--- src/rtl/hazard_ctrl.sv ---
// Pipeline hazard controller: load-use bubble, memory freeze, redirect flush and halt,
// with saturating stall/flush event counters.
module hazard_ctrl #(
   parameter int CNT_W = 16
) (
   input  logic             CLK,
   input  logic             RST,
   input  logic             ihit,
   input  logic             dhit,
   input  logic             exmem_dREN,
   input  logic             exmem_dWEN,
   input  logic             idex_dREN,
   input  logic [4:0]       idex_wsel,
   input  logic [4:0]       id_rs,
   input  logic [4:0]       id_rt,
   input  logic             id_rt_used,
   input  logic             ex_redirect,
   input  logic             memwb_halt,
   output logic             pc_en,
   output logic             ifid_en,
   output logic             idex_en,
   output logic             exmem_en,
   output logic             memwb_en,
   output logic             ifid_flush,
   output logic             idex_flush,
   output logic [CNT_W-1:0] stall_cnt,
   output logic [CNT_W-1:0] flush_cnt
);

   typedef enum logic [1:0] {RUN = 2'd0, LU_STALL = 2'd1, HALTED = 2'd2} state_t;

   localparam logic [CNT_W-1:0] CNT_ONE = {{(CNT_W-1){1'b0}}, 1'b1};
   localparam logic [CNT_W-1:0] CNT_MAX = {CNT_W{1'b1}};

   state_t           state_q, state_d;
   logic [CNT_W-1:0] stall_cnt_q, stall_cnt_d;
   logic [CNT_W-1:0] flush_cnt_q, flush_cnt_d;
   logic             memfreeze, loaduse;
   logic             stall_evt, flush_evt;

   assign memfreeze = (exmem_dREN | exmem_dWEN) & ~dhit;
   assign loaduse   = idex_dREN & (idex_wsel != 5'd0) &
                      ((idex_wsel == id_rs) | (id_rt_used & (idex_wsel == id_rt)));

   always_comb begin
      pc_en      = 1'b0;
      ifid_en    = 1'b0;
      idex_en    = 1'b0;
      exmem_en   = 1'b0;
      memwb_en   = 1'b0;
      ifid_flush = 1'b0;
      idex_flush = 1'b0;
      flush_evt  = 1'b0;
      state_d    = state_q;
      if (!RST && state_q != HALTED && !memfreeze) begin
         idex_en  = 1'b1;
         exmem_en = 1'b1;
         memwb_en = 1'b1;
         state_d  = RUN;
         if (ex_redirect) begin
            pc_en      = 1'b1;
            ifid_en    = 1'b1;
            ifid_flush = 1'b1;
            idex_flush = 1'b1;
            flush_evt  = 1'b1;
         end else if (loaduse && state_q == RUN) begin
            idex_flush = 1'b1;
            state_d    = LU_STALL;
         end else if (!ihit) begin
            ifid_en    = 1'b1;
            ifid_flush = 1'b1;
         end else begin
            pc_en   = 1'b1;
            ifid_en = 1'b1;
         end
         // halt only commits once the memory stage is no longer frozen
         if (memwb_halt) state_d = HALTED;
      end
   end

   assign stall_evt = (state_q != HALTED) & ~pc_en;

   always_comb begin
      stall_cnt_d = stall_cnt_q;
      flush_cnt_d = flush_cnt_q;
      if (stall_evt && stall_cnt_q != CNT_MAX) stall_cnt_d = stall_cnt_q + CNT_ONE;
      if (flush_evt && flush_cnt_q != CNT_MAX) flush_cnt_d = flush_cnt_q + CNT_ONE;
   end

   always_ff @(posedge CLK) begin
      if (RST) begin
         state_q     <= RUN;
         stall_cnt_q <= '0;
         flush_cnt_q <= '0;
      end else begin
         state_q     <= state_d;
         stall_cnt_q <= stall_cnt_d;
         flush_cnt_q <= flush_cnt_d;
      end
   end

   assign stall_cnt = stall_cnt_q;
   assign flush_cnt = flush_cnt_q;

endmodule
--- config.mk ---
export PLATFORM = sky130hd
export DESIGN_NAME = hazard_ctrl
export DESIGN_NICKNAME = d
export VERILOG_FILES = /design/src/rtl/hazard_ctrl.sv
export SDC_FILE = /design/constraint.sdc
export NUM_CORES = 1
export LEC_CHECK = 0
export ABC_AREA = 1
export CAP_MARGIN = 25
export CORE_ASPECT_RATIO = 1.1
export CORE_UTILIZATION = 40
export DETAILED_ROUTE_END_ITERATION = 8
export DONT_BUFFER_PORTS = 1
export GPL_TIMING_DRIVEN = 0
export SYNTH_ARGS = -nofsm -noshare
export SYNTH_HDL_FRONTEND = slang
export SYNTH_SLANG_ARGS = --single-unit
--- constraint.sdc ---
create_clock -name CLK -period 1.6 [get_ports CLK]
set_clock_uncertainty 0.05 [all_clocks]
set_input_delay 0.16 -clock CLK [delete_from_list [all_inputs] [get_ports CLK]]
set_output_delay 0.16 -clock CLK [all_outputs]
set_load 0.005 [all_outputs]
==> results.md <==
* Status: finished, final reports clean
* Synth unique cells at 33
* Row cnt at 29
* Routed WL at 6541 um
* DR iter-0 viols at 122
* Sinks on Clock Net at 34
* I/O pins at 64
* WP buf/inv at 2
* Worst setup EP type: flip-flop
* Average instance area after synthesis at 6.425 um^2
* Non-Filler Instances at 487
* Sequential share of the synthesized area at 27.45%
* Via density at 5.041
* RSZ-0062 raised after global routing: true
* Setup ws final at 0.002449 ns
* Fin nets at 436
* P per Cell Area at 597.5 mW/mm^2
* Setup WS pre-CTS at -0.1749 ns
* Max VDD drop at 0.0003475 V
* WL/cell at 13.43 um
* DP HPWL at 4413 um
* Total grt overflow at 0
* GRT Resource Usage Total at 20.19%
* Required time of the worst setup path at 1.72 ns
* DRT Pass-1 Iters at 4
* # DRC at 0
* Worst-Skew Late Latency at 0.29 ns
* Hold Violations, Final at 0
* Synth Instances at 386
* Placed Cells incl. Taps at 463
* Root Driver: clkbuf_8
* CTS Buf Count at 5
* ANT cells at 0
* Total Power Consumption at 1.864 mW
* Critical path's top delay family: simple AND/OR/NAND/NOR gates
* Critical path data arrival time at 1.72 ns
* Starting Density at 42.19%
* Global-route wire length before repair at 10,640 um
* Clk buf depth at 2
* Share of layout cells above drive strength 1 at 33.17%
* Worst-path clk slew at 0.07 ns
* Final Setup Violations at 0
* Final ANT Viol Nets at 0
* DR vias at 2,455
* Crit path max fanout at 7
* Largest net degree at the start of global routing at 11
* H-tree Lvls at 2
* Antenna violations before repair at 0
* Synth warn at 0
* Slew Limit Fails at 0
* CTS tree: yes
* Synth Register Bits at 34
* Max_slew headroom at 61.58%
* Die Y at 84.58 um
* Synthesized Nets at 413
* Core area at 0.005878 mm^2
* Cell mode on critical path: nand3_4
* FILL cells at 587
* Slowest stage delay, CP at 0.42 ns
* Period utilization at 99.85%
* Final worst path period need at 1.598 ns
* Slew @ Worst Pin at 0.5764 ns
* Max-Cap Viols at 0
* Hold WC Path Type: in2reg
* Crit-path slowest cell: dfxtp_4
* Fmax at 626.0 MHz
* RePlAce Congestion at 0.8398
* IO buf count at 0
* Leakage power at 1.347 nW
* DIE WIDTH at 77.08 um
* Area grow syn2layout at 25.78%
* Synth Cell Area at 0.002480 mm^2
* Number of global-route vias before repair at 2,423
* Worst path cell trace: ha_4 -> nand3_4 -> nor2_4 -> nand4_4 -> nand3_4 -> inv_4 -> clkbuf_16 -> nand2_1 -> a21oi_2
* CP Class: reg2reg
* Setup crit start kind: flip-flop
* Full die area at 0.006519 mm^2
## tightest hold or removal path: cells and delay by family
kind | cells | cell delay [ns]
AOI/OAI and AO/OA | 1 | 0.11
and+or+nand+nor | 2 | 0.08
## cells in the mapped netlist (all sizes together)
master / count / share of area (%)
a211oi: 1 / 0.30
or2: 1 / 0.25
nor2: 60 / 10
inv: 65 / 9.9
xnor2: 6 / 2.1
ha: 2 / 1.0
nand2: 114 / 18
xor2: 6 / 2.1
o21ai: 2 / 0.55
nand4: 20 / 5.3
nor4: 1 / 0.50
a21oi: 17 / 4.8
nand3: 32 / 9.9
nor3: 11 / 2.4
buf: 11 / 3.9
dfxtp: 34 / 27
clkbuf: 1 / 0.15
nor3b: 2 / 1.0
## power breakdown
part	switching, mW	internal [mW]	total [mW]	leakage, nW
combinational	0.177	0.121	0.298	1.01
clock	0.331	0.348	0.679	0.0482
sequential	0.0370	0.851	0.888	0.291
total	0.545	1.32	1.86	1.35
## final cells by class
class / instances / area, um^2 / area share, %
Tap cell: 77 / 96.34 / 3.089
Inverter: 65 / 254.0 / 8.143
Multi-Input combinational cell: 275 / 1673 / 53.63
Clock inverter: 1 / 5.005 / 0.1604
Sequential cell: 34 / 747.0 / 23.95
Timing Repair Buffer: 16 / 140.1 / 4.493
Clock buffer: 7 / 86.33 / 2.768
Buffer: 12 / 117.6 / 3.771
## cell usage in the layout, fill, tap and decap left out, types with 8 or more instances in the layout
cell      n
dfxtp_2   8
nand4_1  19
dfxtp_1  11
nand2_1  99
nand3_1  17
inv_2    11
dfxtp_4  15
buf_4    17
a21oi_2  10
nor2_1   50
inv_1    50
nand3_2   8
## per-layer routing
metal | part of all wire, % | track usage (%) | up-vias | wire, um
met5 | 0 | 0 | - | 0
met4 | 0.81 | 4.974 | 0 | 53
met3 | 4.5 | 5.543 | 4 | 296
met2 | 52 | 36.77 | 55 | 3413
met1 | 42 | 23.17 | 1149 | 2778
li1 | - | - | 1247 | -
## metrics by stage
stage / hold slack (ns) / instance area, um^2 / TNS [ns] / utilization, %
after CTS: 0.04961 / 2824 / -0.04049 / 48.04
final: 0.04775 / 3119 / 0 / 53.07
after detailed placement: 0.2938 / 2582 / -3.199 / 43.93
after global routing: 0.05608 / 3119 / -0.9871 / 53.07
after global placement: 0.3016 / 2582 / -3.264 / 43.93
after floorplan: 0.2859 / 2486 / 0 / -
## path summary, 6_finish.rpt
| path | depth (start not counted) | to | slack [ns] | start |
|---|---|---|---|---|
| min reg2reg | 2 | state_q[1] | 0.43 | state_q[1] |
| max reg2reg | 9 | flush_cnt[4] | 0.002 | flush_cnt[0] |
| min | 3 | state_q[0] | 0.05 | memwb_halt |
| max | 9 | flush_cnt[4] | 0.002 | flush_cnt[0] |
## sequential cells by signal, summed over array words and instances, names as in the netlist
signal	count
flush_cnt	16
stall_cnt	16
state_q	2
## repair_timing
action / in CTS / in global routing
endpoints found under the setup margin: 34 / 32
setup buffers: 3 / 10
pin swaps: 6 / 25
hold buffers: 1 / 0
cloned: 0 / 2
endpoints found under the hold margin: 1 / 0
gates resized for setup: 40 / 59
## logic make-up after synthesis
logic type / Yosys count / share of synthesized area [%]
AOI/OAI and AO/OA: 20 / 5.651
xor gates and xnor gates: 12 / 4.238
adders and majority gates: 2 / 1.009
buffers and inverters: 77 / 14.03
DFF: 34 / 27.45
and+or+nand+nor: 241 / 47.63
(Power assumes the default switching activity.)
